**config.mk**
```make
export PLATFORM = sky130hd
export DESIGN_NAME = fp_accumulator
export DESIGN_NICKNAME = d
export VERILOG_FILES = /design/src/rtl/fp_accumulator.sv
export SDC_FILE = /design/constraint.sdc
export NUM_CORES = 1
export LEC_CHECK = 0
export BUFFER_PORTS_ARGS = -buffer_cell sky130_fd_sc_hd__buf_2
export CAP_MARGIN = 20
export CORE_UTILIZATION = 33
export DETAILED_ROUTE_END_ITERATION = 8
export HOLD_SLACK_MARGIN = 0.08
export MAX_ROUTING_LAYER = met4
export PLACE_DENSITY_LB_ADDON = 0.15
export REMOVE_ABC_BUFFERS = 1
export SYNTH_ARGS = -nofsm -noshare
export SYNTH_HDL_FRONTEND = slang
export SYNTH_SLANG_ARGS = --single-unit
```
**constraint.sdc**
```tcl
create_clock -name clk -period 3.29 [get_ports clk]
set_clock_uncertainty 0.05 [all_clocks]
set_input_delay 0.658 -clock clk [delete_from_list [all_inputs] [get_ports clk]]
set_output_delay 0.658 -clock clk [all_outputs]
set_load 0.01 [all_outputs]
```
**src/rtl/fp_accumulator.sv**
```systemverilog
// fp_accumulator: sums a stream of fp13 values (sign | exp[3:0] bias 7 | frac[7:0])
// into an internal accumulator. Each group ends with a word marked last; its sum is
// presented on the output port and the accumulator is cleared for the next group.
//
// state  | meaning
// -------+---------------------------------------------------------------
// IDLE   | in_ready high, waiting for an operand
// ALIGN  | right-shift the smaller-exponent significand; zero operands bypass
// ADD    | signed-magnitude add/subtract of aligned significands
// NORM   | one normalization step per cycle, saturate or flush as needed
// COMMIT | write result to accumulator, or publish it on the last term
// OUT    | hold the group sum until out_ready
module fp_accumulator #(
   parameter int MAX_NORM_SHIFT = 11
) (
   input  logic        clk,
   input  logic        rst_n,
   input  logic        in_valid,
   output logic        in_ready,
   input  logic [12:0] in_fp,
   input  logic        in_last,
   output logic        out_valid,
   input  logic        out_ready,
   output logic [12:0] out_fp,
   output logic        out_overflow
);

   typedef enum logic [2:0] {
      S_IDLE,
      S_ALIGN,
      S_ADD,
      S_NORM,
      S_COMMIT,
      S_OUT
   } state_t;

   state_t      state;
   logic [12:0] acc;
   logic        ovf_flag;
   logic [12:0] opnd;
   logic        last_q;
   logic [11:0] sig_a;
   logic [11:0] sig_b;
   logic        sgn_a;
   logic        sgn_b;
   logic [3:0]  exp_r;
   logic [12:0] sum;
   logic        sgn;
   logic [7:0]  steps;
   logic [12:0] res;

   // ALIGN datapath: exponent difference and shifted significands
   logic [3:0]  ea;
   logic [3:0]  eb;
   logic [3:0]  diff;
   logic [3:0]  big_exp;
   logic [11:0] sig_acc;
   logic [11:0] sig_op;
   logic [11:0] al_a;
   logic [11:0] al_b;
   logic        acc_zero;
   logic        op_zero;

   // Exponent 0 is reserved for zero, so any word with it (including -0) counts as zero
   always_comb begin
      ea       = acc[11:8];
      eb       = opnd[11:8];
      acc_zero = (ea == 4'd0);
      op_zero  = (eb == 4'd0);
      sig_acc  = {1'b1, acc[7:0], 3'b000};
      sig_op   = {1'b1, opnd[7:0], 3'b000};
      diff     = 4'd0;
      big_exp  = ea;
      al_a     = sig_acc;
      al_b     = sig_op;
      if (ea >= eb) begin
         diff    = ea - eb;
         big_exp = ea;
         al_a    = sig_acc;
         al_b    = (diff >= 4'd12) ? 12'd0 : (sig_op >> diff);
      end else begin
         diff    = eb - ea;
         big_exp = eb;
         al_a    = (diff >= 4'd12) ? 12'd0 : (sig_acc >> diff);
         al_b    = sig_op;
      end
   end

   // ADD datapath: larger magnitude sets the sign, subtract smaller from larger
   logic        a_ge_b;
   logic [12:0] add_sum;
   logic        add_sgn;

   always_comb begin
      a_ge_b  = (sig_a >= sig_b);
      add_sgn = a_ge_b ? sgn_a : sgn_b;
      if (sgn_a == sgn_b) begin
         add_sum = {1'b0, sig_a} + {1'b0, sig_b};
      end else if (a_ge_b) begin
         add_sum = {1'b0, sig_a} - {1'b0, sig_b};
      end else begin
         add_sum = {1'b0, sig_b} - {1'b0, sig_a};
      end
   end

   // NORM helper: the candidate one-position left shift
   logic [12:0] shl;

   always_comb begin
      shl = {sum[11:0], 1'b0};
   end

   // Controller FSM with registered handshake outputs
   always_ff @(posedge clk or negedge rst_n) begin
      if (!rst_n) begin
         state        <= S_IDLE;
         acc          <= 13'd0;
         ovf_flag     <= 1'b0;
         opnd         <= 13'd0;
         last_q       <= 1'b0;
         sig_a        <= 12'd0;
         sig_b        <= 12'd0;
         sgn_a        <= 1'b0;
         sgn_b        <= 1'b0;
         exp_r        <= 4'd0;
         sum          <= 13'd0;
         sgn          <= 1'b0;
         steps        <= 8'd0;
         res          <= 13'd0;
         in_ready     <= 1'b0;
         out_valid    <= 1'b0;
         out_fp       <= 13'd0;
         out_overflow <= 1'b0;
      end else begin
         case (state)
            S_IDLE: begin
               if (in_valid && in_ready) begin
                  opnd     <= in_fp;
                  last_q   <= in_last;
                  in_ready <= 1'b0;
                  state    <= S_ALIGN;
               end else begin
                  in_ready <= 1'b1;
               end
            end
            S_ALIGN: begin
               if (acc_zero || op_zero) begin
                  // Zero on either side: the other value passes; zero+zero is +0
                  if (acc_zero) begin
                     res <= op_zero ? 13'd0 : opnd;
                  end else begin
                     res <= acc;
                  end
                  state <= S_COMMIT;
               end else begin
                  sig_a <= al_a;
                  sig_b <= al_b;
                  sgn_a <= acc[12];
                  sgn_b <= opnd[12];
                  exp_r <= big_exp;
                  state <= S_ADD;
               end
            end
            S_ADD: begin
               sum   <= add_sum;
               sgn   <= add_sgn;
               steps <= 8'd0;
               state <= S_NORM;
            end
            S_NORM: begin
               if (sum == 13'd0) begin
                  res   <= 13'd0;
                  state <= S_COMMIT;
               end else if (sum[12]) begin
                  if (exp_r == 4'd15) begin
                     res      <= {sgn, 4'hF, 8'hFF};
                     ovf_flag <= 1'b1;
                  end else begin
                     res <= {sgn, exp_r + 4'd1, sum[11:4]};
                  end
                  state <= S_COMMIT;
               end else if (sum[11]) begin
                  res   <= {sgn, exp_r, sum[10:3]};
                  state <= S_COMMIT;
               end else if ((exp_r <= 4'd1) || (steps >= 8'(MAX_NORM_SHIFT))) begin
                  // Underflow or runaway normalization flushes to +0
                  res   <= 13'd0;
                  state <= S_COMMIT;
               end else begin
                  // Finish in the same cycle the leading one reaches bit 11
                  sum   <= shl;
                  exp_r <= exp_r - 4'd1;
                  steps <= steps + 8'd1;
                  if (shl[11]) begin
                     res   <= {sgn, exp_r - 4'd1, shl[10:3]};
                     state <= S_COMMIT;
                  end
               end
            end
            S_COMMIT: begin
               if (last_q) begin
                  out_fp       <= res;
                  out_overflow <= ovf_flag;
                  out_valid    <= 1'b1;
                  acc          <= 13'd0;
                  ovf_flag     <= 1'b0;
                  state        <= S_OUT;
               end else begin
                  acc      <= res;
                  in_ready <= 1'b1;
                  state    <= S_IDLE;
               end
            end
            S_OUT: begin
               if (out_ready) begin
                  out_valid <= 1'b0;
                  in_ready  <= 1'b1;
                  state     <= S_IDLE;
               end
            end
            default: begin
               state    <= S_IDLE;
               in_ready <= 1'b0;
            end
         endcase
      end
   end

endmodule

```
==> results_dict.tcl <==
set metrics [dict create \
    met2_usage_pct 29.93 \
    grt_usage_pct 20.06 \
    rows 56 \
    cp-end-kind "register" \
    synth.avg_cell_area_um2 8.840 \
    synth_common_cells "112 x dfrtp_1, 90 x nand2_1, 83 x o21ai_0" \
    portBuffers 33 \
    grt_start_max_net_pins 70 \
    critPathKind "register to register" \
    final-setup-viol-count 0 \
    multi_input_area_um2 4604 \
    die_h_um 156.4 \
    fillers 2469 \
    hold_violations 0 \
    yosysTopAreaCellShare_pct 35.62 \
    yosys_warnings 0 \
    hpwlAfterDp_mm 17.26 \
    cp_max_fo 7 \
    diodes 0 \
    antenna_found_initial 0 \
    design.core.area_um2 23400 \
    cp.arrival_ns 3.25 \
    clock_tree.root_cell "clkbuf_16" \
    seq_area_um2 2803 \
    gr-total-overflow 0 \
    wl_per_cell_um 18.15 \
    worst_pin_slew_ns 0.6914 \
    outcome "finished clean" \
    yosysSeqAreaShare_pct 35.62 \
    use_met1_pct 27.88 \
    avgViaCountPerCell 5.334 \
    cts_tree "built" \
    start_kind "register" \
    cts_resized 0 \
    tns_ns 0 \
    final_nets 986 \
    syn_inst 890 \
    clock-sinks 112 \
    max_freq_mhz 330.2 \
    globalplace.congestion 0.8905 \
    drt_iter0_markers 492 \
    fp.dieW_um 156.4 \
    clk_pin_slew_ns 0.08 \
    maxCapViolCount 0 \
    dieArea_um2 24460 \
    async_flop_share_pct 100.0 \
    slew_viol_final 0 \
    syn_to_final_growth_pct 11.42 \
    cp.required_ns 3.51 \
    relSlewSlack_pct 53.75 \
    clkLatencyLatePin_ns 0.37 \
    vias 6614 \
    num_io_pins 34 \
    synth_top_area_cell "dfrtp_1" \
    start_util_pct 33.62 \
    grt_use_met3_pct 2.299 \
    cts_max_level 3 \
    rsz0062_at_grt "no" \
    synth_seq_cells 112 \
    synth_flop_cell "dfrtp_1" \
    clockBufferDepth 2 \
    cts_buffers 9 \
    routed_wl_mm 22.50 \
    min_period_ns 3.028 \
    drive_gt1_share_pct 15.74 \
    hold_path.class "register to register" \
    r2r_slack_ns 0.26 \
    grt_pass1_vias 6441 \
    drc 0 \
    ys_types 75 \
    synth_area_leaders "dfrtp_1 36%, ha_1 7.5%, mux2_2 6.6%" \
    gr-max-usage-layer "met2" \
    antenna_left 0 \
    post_cts_buffers 0 \
    first_pass_iters 5 \
    synth_edf_count 0 \
    post-route-period-util_pct 92.04 \
    syn_area_um2 7868 \
    grt_pass1_wl_mm 36.74 \
    yosysMostFrequentCell "dfrtp_1" \
]
through the flow:
step           cell area [um2]  instances  worst slack, ns  hold slack, ns  util (%)
2_1_floorplan             7587        835          -0.1563          0.3124         -
3_3_place_gp              8449       1223           0.3199          0.4174     36.10
3_5_place_dp              8449       1223           0.3283          0.4276     36.10
4_1_cts                   8766       1240           0.2858          0.4477     37.46
5_1_grt                   8766       1240           0.1025          0.4522     37.46
6_report                  8766       1240           0.2618          0.4398     37.46
flip-flops by register name, indices dropped and copies added (netlist names), 3 cells and up:
name / count
acc: 13
opnd: 13
out_fp: 13
res: 13
sum: 13
sig_a: 12
sig_b: 12
steps: 8
exp_r: 4
state: 3
what timing repair did:
action / 4_1_cts / 5_1_grt
hold endpoints to repair: 6 / 0
hold buffers: 1 / 0
setup endpoints to repair: 0 / 0
cell families after synthesis:
group / count (synthesis) / synth area share, %
XOR/XNOR: 20 / 2.226
flip-flops: 112 / 35.62
adder cells (fa/ha/maj): 52 / 8.747
AND/OR/NAND/NOR: 253 / 14.76
AO/OA/AOI/OAI: 285 / 23.79
multiplexers: 65 / 9.001
buffers and inverters: 103 / 5.852
critical path: stages, from the launching register on:
cell,delay (ns)
dfrtp_1,0.39
inv_1,0.09
ha_1,0.40
buf_4,0.20
and3_2,0.20
o21ai_1,0.18
a21oi_1,0.14
nor3b_2,0.29
mux2_2,0.40
a221oi_2,0.25
a31oi_1,0.14
a221oi_2,0.23
cells in the final DEF, fill, tap and decap left out, drive strengths merged, types with 4 or more instances in the layout:
cell type | Yosys | final
dfrtp | 112 | 112
nand2 | 91 | 91
o21ai | 91 | 91
nor2 | 75 | 75
buf | 21 | 69
a21oi | 61 | 61
inv | 47 | 52
ha | 47 | 47
mux2 | 46 | 46
a221oi | 21 | 21
mux2i | 19 | 19
nand3 | 18 | 18
a22oi | 17 | 17
o22a | 13 | 13
nor3 | 12 | 12
nor2b | 12 | 12
xnor2 | 12 | 12
o22ai | 11 | 11
a31oi | 10 | 10
nand2b | 10 | 10
clkbuf | 34 | 9
nor4 | 8 | 8
xor2 | 8 | 8
a21o | 8 | 8
a211oi | 7 | 7
a22o | 7 | 7
and3 | 7 | 7
o21bai | 5 | 5
fa | 5 | 5
o21a | 4 | 4
a41oi | 4 | 4
o311ai | 4 | 4
and2 | 4 | 4
nor3b | 4 | 4
cell type report:
| cell class | instances | area share, % |
|---|---|---|
| multi-input combinational | 675 | 52.53 |
| sequential | 112 | 31.97 |
| timing repair buffer | 70 | 5.395 |
| tap | 319 | 4.553 |
| clock buffer | 9 | 2.569 |
| inverter | 48 | 2.055 |
| clock inverter | 7 | 0.9278 |
final timing paths:
check | from | cells past startpoint | endpoint
hold reg to reg | sgn$_DFFE_PN0P_ | 2 | sgn$_DFFE_PN0P_
min in group asynchronous | rst_n | 2 | acc[11]$_DFFE_PN0N_
hold / removal | sgn$_DFFE_PN0P_ | 2 | sgn$_DFFE_PN0P_
max in group asynchronous | rst_n | 3 | opnd[1]$_DFFE_PN0P_
setup / recovery | sig_a[4]$_DFFE_PN0P_ | 11 | sum[12]$_DFFE_PN0P_
setup reg to reg | sig_a[4]$_DFFE_PN0P_ | 11 | sum[12]$_DFFE_PN0P_
per-layer routing:
metal  wire length, um  up-vias  share of wire, %
met1             11250     3203                50
met3               609       26               2.7
met2             10130      121                45
met5                 0        -                 0
li1                  -     3264                 -
met4               514        0               2.3
Power is not shown: default switching activity piles up to over one toggle a cycle in this logic, so the estimate is an artifact.
